<file path="src/rtl/rv_plic_mt_pkg.sv">
// rv_plic_mt_pkg: shared gateway state type and width helpers for the multi-target PLIC core
package rv_plic_mt_pkg;
  typedef enum logic [1:0] {GW_IDLE, GW_PEND, GW_CLAIMED} gw_state_e;
  function automatic int id_width(input int n_src);
    return $clog2(n_src + 1);
  endfunction
  function automatic int prio_width(input int max_prio);
    return $clog2(max_prio + 1);
  endfunction
endpackage

</file>
<file path="src/rtl/rv_plic_mt_gateway.sv">
// rv_plic_mt_gateway: per-source gateway FSM with edge detect and saturating edge-event counter
module rv_plic_mt_gateway import rv_plic_mt_pkg::*; #(
  parameter int CNT_W = 2
) (
  input  logic clk_i,
  input  logic rst_i,
  input  logic src_i,
  input  logic le_i,
  input  logic claim_i,
  input  logic complete_i,
  output logic ip_o
);
  localparam logic [CNT_W-1:0] CNT_MAX = '1;
  gw_state_e state_q, state_d;
  logic [CNT_W-1:0] cnt_q, cnt_d;
  logic [CNT_W:0] sum;
  logic src_q, rise;
  assign rise = src_i & ~src_q;
  assign sum = {1'b0, cnt_q} + {{CNT_W{1'b0}}, rise};
  assign ip_o = state_q == GW_PEND;
  always_comb begin
    state_d = state_q;
    cnt_d = cnt_q;
    if (rise && state_q != GW_IDLE && cnt_q != CNT_MAX) cnt_d = cnt_q + CNT_W'(1);
    case (state_q)
      GW_IDLE: state_d = (le_i ? rise : src_i) ? GW_PEND : GW_IDLE;
      GW_PEND: state_d = claim_i ? GW_CLAIMED : GW_PEND;
      GW_CLAIMED: if (complete_i) begin
        // a completed edge source re-pends while any counted edges remain
        state_d = (le_i && |sum) ? GW_PEND : GW_IDLE;
        cnt_d = (le_i && |sum) ? CNT_W'(sum - (CNT_W+1)'(1)) : '0;
      end
      default: state_d = GW_IDLE;
    endcase
    if (!le_i) cnt_d = '0;
  end
  always_ff @(posedge clk_i) begin
    if (rst_i) begin
      state_q <= GW_IDLE;
      cnt_q <= '0;
      src_q <= 1'b0;
    end else begin
      state_q <= state_d;
      cnt_q <= cnt_d;
      src_q <= src_i;
    end
  end
endmodule

</file>
<file path="src/rtl/rv_plic_core_mt.sv">
// rv_plic_core_mt: multi-target PLIC core with per-target arbitration and claim/complete handling
module rv_plic_core_mt import rv_plic_mt_pkg::*; #(
  parameter int N_SRC = 32,
  parameter int N_TGT = 2,
  parameter int MAX_PRIO = 7,
  parameter int EDGE_CNT_W = 2,
  parameter int IDW = id_width(N_SRC),
  parameter int PRIOW = prio_width(MAX_PRIO)
) (
  input  logic                   clk_i,
  input  logic                   rst_i,
  input  logic [N_SRC-1:0]       intr_src_i,
  input  logic [N_SRC-1:0]       le_i,
  input  logic [N_SRC*PRIOW-1:0] prio_i,
  input  logic [N_TGT*N_SRC-1:0] ie_i,
  input  logic [N_TGT*PRIOW-1:0] threshold_i,
  input  logic [N_TGT-1:0]       claim_i,
  input  logic [N_TGT-1:0]       complete_i,
  input  logic [N_TGT*IDW-1:0]   complete_id_i,
  output logic [N_SRC-1:0]       ip_o,
  output logic [N_TGT-1:0]       irq_o,
  output logic [N_TGT*IDW-1:0]   irq_id_o,
  output logic [N_TGT*IDW-1:0]   claim_id_o
);
  logic [N_SRC-1:0] src_claim, src_complete;
  logic [N_TGT-1:0] irq_d;
  logic [N_TGT*IDW-1:0] irq_id_d;
  logic [PRIOW-1:0] best_prio [N_TGT];
  logic [IDW-1:0] best_id [N_TGT];
  for (genvar g = 0; g < N_SRC; g++) begin : g_gw
    rv_plic_mt_gateway #(.CNT_W(EDGE_CNT_W)) u_gw (
      .clk_i(clk_i), .rst_i(rst_i), .src_i(intr_src_i[g]), .le_i(le_i[g]),
      .claim_i(src_claim[g]), .complete_i(src_complete[g]), .ip_o(ip_o[g])
    );
  end
  // strict '>' from a zero start excludes priority 0 and keeps the lowest ID on ties
  always_comb begin
    irq_d = '0;
    irq_id_d = '0;
    for (int t = 0; t < N_TGT; t++) begin
      best_prio[t] = '0;
      best_id[t] = '0;
      for (int s = 0; s < N_SRC; s++)
        if (ip_o[s] && ie_i[t*N_SRC+s] && prio_i[s*PRIOW +: PRIOW] > best_prio[t]) begin
          best_prio[t] = prio_i[s*PRIOW +: PRIOW];
          best_id[t] = IDW'(s + 1);
        end
      irq_d[t] = best_prio[t] > threshold_i[t*PRIOW +: PRIOW];
      irq_id_d[t*IDW +: IDW] = irq_d[t] ? best_id[t] : '0;
    end
  end
  // targets scanned in index order so a lower target's grant blocks higher ones
  always_comb begin
    claim_id_o = '0;
    src_claim = '0;
    src_complete = '0;
    for (int t = 0; t < N_TGT; t++)
      for (int s = 0; s < N_SRC; s++) begin
        if (claim_i[t] && irq_id_o[t*IDW +: IDW] == IDW'(s + 1) && ip_o[s] && !src_claim[s]) begin
          src_claim[s] = 1'b1;
          claim_id_o[t*IDW +: IDW] = IDW'(s + 1);
        end
        if (complete_i[t] && complete_id_i[t*IDW +: IDW] == IDW'(s + 1)) src_complete[s] = 1'b1;
      end
  end
  always_ff @(posedge clk_i) begin
    if (rst_i) begin
      irq_o <= '0;
      irq_id_o <= '0;
    end else begin
      irq_o <= irq_d;
      irq_id_o <= irq_id_d;
    end
  end
endmodule
</file>
<file path="config.mk">
export PLATFORM = sky130hd
export DESIGN_NAME = rv_plic_core_mt
export DESIGN_NICKNAME = d
export VERILOG_FILES = /design/src/rtl/rv_plic_mt_pkg.sv /design/src/rtl/rv_plic_mt_gateway.sv /design/src/rtl/rv_plic_core_mt.sv
export SDC_FILE = /design/constraint.sdc
export NUM_CORES = 1
export LEC_CHECK = 0
export CAP_MARGIN = 15
export CORE_AREA = 2 2 227 229
export CTS_CLUSTER_DIAMETER = 150
export DETAILED_ROUTE_END_ITERATION = 8
export DIE_AREA = 0 0 229 231
export PLACE_DENSITY_LB_ADDON = 0.1
export SKIP_CTS_REPAIR_TIMING = 1
export SLEW_MARGIN = 20
export SYNTH_ARGS = -nofsm -noshare
export SYNTH_HDL_FRONTEND = slang
export SYNTH_SLANG_ARGS = --single-unit
export TNS_END_PERCENT = 20
</file>
<file path="constraint.sdc">
create_clock -name clk_i -period 82.6 [get_ports clk_i]
set_input_delay 16.52 -clock clk_i [delete_from_list [all_inputs] [get_ports clk_i]]
set_output_delay 16.52 -clock clk_i [all_outputs]
set_load 0.05 [all_outputs]
</file>
# Yosys cells after proc, flatten, opt, wreduce, memory -nomap -nowiden
# Cells that the tools add are included.
# Widths: inputs -> output; s select.
# word_totals
register_bits,174
output_inout_bits,58
wordCells,1868
# classes
add_sub_neg,96
order_cmp,65
n_eq_ne,256
n_mux,640
bitwise,98
n_reduce_logical,612
# op_table
op,count
$mux 6,108
$logic_and 1x1->1,448
$mux 2,194
$eq 6x5->1 const B,64
$mux 1,228
$mux 3,68
$eq 6x4->1 const B,32
$gt 3x3->1,64
$pmux 2 s3,32
$reduce_or 3->1,34
$add 2x1->3,32
$eq 6x3->1 const B,16
$reduce_or 2->1,34
$not 1->1,66
$add 2x1->2 const B,32
$eq 2x1->1 const B,32
$eq 2x2->1 const B,32
$logic_not 2->1,32
$ne 2x1->1 const B,32
$ne 2x2->1 const B,32
$reduce_bool 2->1,32
$sub 2x1->2 const B,32
$eq 6x2->1 const B,8
$and 1x1->1,32
other kinds (6),51

# Logic depth before layout (Yosys ltp)
# logic_depth
depth_word,100
mapped_depth,223
mapped_depth_nobuf,221

# Cells and area by module
# A second synthesis with hierarchy kept.
# hier_totals
hier_cells,2884
area_unflattened_um2,21953.6
# by_module_without_submodules
mod,instances,cells_each,area_each_um2
rv_plic_core_mt,1,1853,11716.2
rv_plic_mt_gateway (g_gw[0].u_gw ...),30,32,319.1
rv_plic_mt_gateway (g_gw[7].u_gw),1,36,332.8
rv_plic_mt_gateway (g_gw[9].u_gw),1,35,332.8

# Worst setup path before layout
# No wires, ideal clock.
# synth_timing
path_type,in2reg
startpoint,input port ie_i[0]
endpoint,register irq_id_o[1]
setup_time_ps,126
arrival_time_ps,54198
required_time_ps,82474
slack_ps,28276
cell_stages,212
path_cell_list,nand3_1 -> ha_1 -> nor2b_1 -> o21a_1 -> o21ai_0 -> o21ai_0 -> ha_1 -> nor2_1 -> maj3_1 -> o21ai_0 -> mux2_2 -> ha_1 -> nor2_1 -> a21oi_1 -> o21ai_0 -> nand2_1 -> nand2_1 -> nand2_1 -> (+176 left out) -> mux2i_1 -> ha_1 -> nor2b_1 -> o21a_1 -> o2111ai_1 -> mux2_2 -> ha_1 -> nand3_1 -> nand3_1 -> a21oi_1 -> mux2i_1 -> ha_1 -> nor2b_1 -> o21ai_0 -> inv_1 -> o21ai_0 -> nor2_1 -> a21boi_0
# synth_between
elab_chain_len,99
word_cells_on_any_way,129
classes_between,32 x order compare; 62 x mux; 1 x bitwise; 34 x reduce/logical
# synth_lines
item,line,source
"start, declared",rv_plic_core_mt.sv:15,"input logic [N_TGT*N_SRC-1:0] ie_i,"
$logic_and 1x1->1 * (2 in series),rv_plic_core_mt.sv:44,if (ip_o[s] && ie_i[t*N_SRC+s] && prio_i[s*PRIOW +: PRIOW] > best_prio[t]) begin
$mux 3 *,rv_plic_core_mt.sv:44,
$gt 3x3->1,rv_plic_core_mt.sv:44,
$logic_and 1x1->1,rv_plic_core_mt.sv:44,
$mux 3,rv_plic_core_mt.sv:44,
$gt 3x3->1,rv_plic_core_mt.sv:44,
$logic_and 1x1->1,rv_plic_core_mt.sv:44,
$mux 3,rv_plic_core_mt.sv:44,
(+82 left out),-,
$logic_and 1x1->1,rv_plic_core_mt.sv:44,
$mux 3,rv_plic_core_mt.sv:44,
$gt 3x3->1,rv_plic_core_mt.sv:44,
$logic_and 1x1->1,rv_plic_core_mt.sv:44,
$mux 3,rv_plic_core_mt.sv:44,
$gt 3x3->1,rv_plic_core_mt.sv:48,irq_d[t] = best_prio[t] > threshold_i[t*PRIOW +: PRIOW];
$not 1->1 (no line),-,
$reduce_or 3->1 (no line),-,
"end signal, assigned",rv_plic_core_mt.sv:72,irq_id_o <= irq_id_d;
"end, declared",rv_plic_core_mt.sv:22,"output logic [N_TGT*IDW-1:0] irq_id_o,"
# Every way passes the cells marked *; elsewhere a longest branch is shown, timed or not.
# A chain may end at the register's enable or synchronous reset.

# Final worst setup path
# Ends and elaborated chain as after synthesis.

==> Flow_metrics.wiki <==
{| class="wikitable"
! Metric !! Value
|-
| Fraction of final layout cells with drive strength greater than 1 || 0.0623
|-
| Post-synth top flop || dfxtp_1
|-
| Total Wirelength || slightly above 80 mm
|-
| Count of flip-flops with a built-in enable after synthesis || 0
|-
| Area fraction of the dominant cell type after synthesis || 0.158
|-
| Number of nets in the synthesized netlist || 3567
|-
| Antenna violations before repair || 3
|-
| Total I/O pin count || 306
|-
| Sequential fraction of the synthesis area || 0.158
|-
| TritonCTS Buffers || 17
|-
| Final routed wire length divided by cell count || about 20 um
|-
| Largest fanout of any net on the critical path || 8
|-
| Number of synthesized register bits || 174
|-
| Average size of a mapped cell || just over 7 sq um
|-
| Number of nets in the layout || 3798
|-
| Post-route setup TNS || 0 ps
|-
| CTS Root Cell || clkbuf_16
|-
| DRT antenna net count || 0
|-
| First-pass detailed-route iteration total || 7
|-
| Chip width || between 200 and 250 um
|-
| Final clock period utilization by the worst path || 0.732
|-
| Crit path arrival time || approximately 61000 ps
|-
| HP Class || reg -> reg
|-
| Top post-synthesis cells by area || dfxtp_1, ha_1, nor2_1
|-
| Final slew viol count || 0
|-
| P per Cell Area || around 17 mW/mm^2
|-
| Number of standard cells after synthesis || roughly 3100
|-
| Total number of vias || 24800
|-
| Placed Instance Area || about 0.026 sq mm
|-
| GR met1 Demand/Resource || 0.371
|-
| Number of H-tree branching levels || 4
|-
| Number of max-cap violations || 0
|-
| Worst Hold Slack || 594 ps
|-
| Via-to-Cell Ratio || slightly above 6
|-
| Slew at the pin with the worst max-slew slack || around 940 ps
|-
| Die Y || roughly 230 um
|-
| Headroom to the max-slew limit || 0.359
|-
| Final core utilization || 0.515
|-
| Synth-to-Final Area Change || 18.5%
|-
| Count of warnings emitted by yosys || 0
|-
| FFs w/ async S/R, synth || 0
|-
| Met3 demand-to-capacity share in global routing || 0.0498
|-
| Result of the run || completed
|-
| Setup repair after global routing missed its margin || false
|-
| Startpoint type of the worst setup path || input pin
|-
| Worst setup slack after layout || 22170 ps
|-
| Iteration-0 DRC count of the detailed router || 1790
|-
| Maximum number of buffers from clock root to sink || 2
|-
| Fmax || between 0.015 and 0.02 GHz
|-
| Effective utilization at floorplan || 0.435
|-
| Insertion delay of the later-clocked pin in the worst-skew pair || between 400 and 500 ps
|-
| Remaining routing DRC violations || 0
|-
| IO Port Bufs || a little over 300
|-
| Weighted congestion at the end of routability-driven global placement || between 0.9 and 1
|-
| Global-route met2 utilization || 0.497
|-
| First-pass GRT wire length || between 100 and 150 mm
|-
| Clock transition at the registers of the reported paths || roughly 70 ps
|-
| Core area || 0.0507 sq mm
|-
| Vias in the first global route || 23300
|-
| Required time reported for the critical path endpoint || between 80000 and 90000 ps
|-
| Detailed placement HPWL || approximately 66 mm
|-
| Grt total ovfl || 0
|-
| Post-synthesis instance area || 0.0220 sq mm
|-
| Setup WS pre-CTS || ~22000 ps
|-
| Cell taking the most area after synthesis || dfxtp_1
|-
| Layout Skew || roughly 12 ps
|-
| Crit path largest cell delay || about 660 ps
|-
| Antenna cells || 0
|-
| Static leakage || about 0.011 uW
|-
| Clock Sink Count || 174
|-
| Critical Path End Type || flop
|-
| Final number of hold-violating endpoints || 0
|-
| Die footprint || 0.0529 sq mm
|-
| FP Rows || 83
|-
| Cell at the slowest stage of the critical path || a221oi_1
|-
| Shortest clock period the worst path allows after layout || 60430 ps
|-
| Cell area after layout || ~0.026 sq mm
|-
| Critical path class || in -> reg
|-
| Maximum VDD drop || roughly 10 uV
|-
| Cell repeated most along the worst path || nor2_1
|-
| Final setup fails || 0
|-
| Most congested layer reported by global routing || met2
|-
| Post-synth cell types || around 110
|-
| Largest net degree at the start of global routing || between 80 and 90
|-
| Clock tree from TritonCTS || done
|-
| Total global-route track usage || 0.292
|}
[where the power goes]
group	leakage (uW)	switching [uW]	total, uW	internal [uW]
combinational	0.00956	162	268	106
clock	0.000288	37.1	82.6	45.5
sequential	0.00142	10.1	100	89.9
total	0.0113	209	451	242
[per-stage QoR]
step                instances  power, uW
floorplan                3110        285
global placement         4002        358
detailed placement       4002        364
CTS                      4034        449
global route             4034        485
finish                   4034        451
[state kept, by name (all words and copies together), names as in the netlist]
register	cells
irq_id_o	12
g_gw.u_gw.cnt_q	64
g_gw.u_gw.src_q	32
irq_o	2
g_gw.u_gw.state_q	64
[synthesized netlist by cell type (24+ instances only)]
cell and count:
and2_1 47, a211oi_1 26, o22ai_1 95, a31oi_1 39, dfxtp_1 174, o21ai_0 181, and3_1 50, nor3b_1 24
or3_1 25, nand2_1 285, a21oi_1 230, and3b_1 52, nand3_1 135, nor2b_1 173, o21a_1 38, nor3_1 54
nand2b_1 53, mux2i_1 43, nand3b_1 38, buf_4 32, inv_1 176, nor2_1 318, clkbuf_1 75, o211ai_1 35
ha_1 209, or2_2 69
[metal layers]
layer | share of wire | vias to the layer above
li1 | - | 11900
met4 | 0.033 | 6
met3 | 0.067 | 182
met1 | 0.44 | 11600
met5 | 0.00055 | -
met2 | 0.46 | 1007
[critical path: cells and delay by family]
family	cells	cell delay, ps
buffers and inverters	7	950
and+or+nand+nor	80	11250
muxes	9	2940
AOI/OAI and AO/OA	74	16230
adders and majority gates	45	12860
[cell families after synthesis]
family,after synthesis,share of synthesized area
and+or+nand+nor,1420,0.341
adders and majority gates,229,0.128
xor gates and xnor gates,2,0.000795
muxes,62,0.0316
DFF,174,0.158
AOI/OAI and AO/OA,923,0.282
buffers and inverters,300,0.0590
[final timing paths]
kind	from	endpoint	slack, ps	cells past startpoint
worst max-delay path	ie_i[0]	irq_id_o[1]	22170	215
worst min-delay path	g_gw[16].u_gw.state_q[1]	g_gw[16].u_gw.state_q[1]	590	2
worst max register to register	g_gw[0].u_gw.state_q[0]	irq_id_o[1]	37800	215
worst min register to register	g_gw[16].u_gw.state_q[1]	g_gw[16].u_gw.state_q[1]	590	2
[area by class of cell]
type / instances / area, sq um
Clock buffer: 19 / 443
Clock inverter: 13 / 136
Fill cell: 5043 / 24600
Inverter: 177 / 664
Multi-Input combinational cell: 2636 / 17200
Sequential cell: 174 / 3480
Tap cell: 680 / 851
Timing Repair Buffer: 335 / 3280
[cell usage in the layout, fill, tap and decap left out, types with 52 or more instances in the layout]
cell	instances
a21oi_1	230
and3b_1	52
clkdlybuf4s50_1	304
dfxtp_1	174
ha_1	209
inv_1	176
nand2_1	285
nand2b_1	53
nand3_1	135
nor2_1	318
nor2b_1	173
nor3_1	54
o21ai_0	181
o22ai_1	95
or2_2	69
Note: power is estimated with default switching activity, not from simulation.
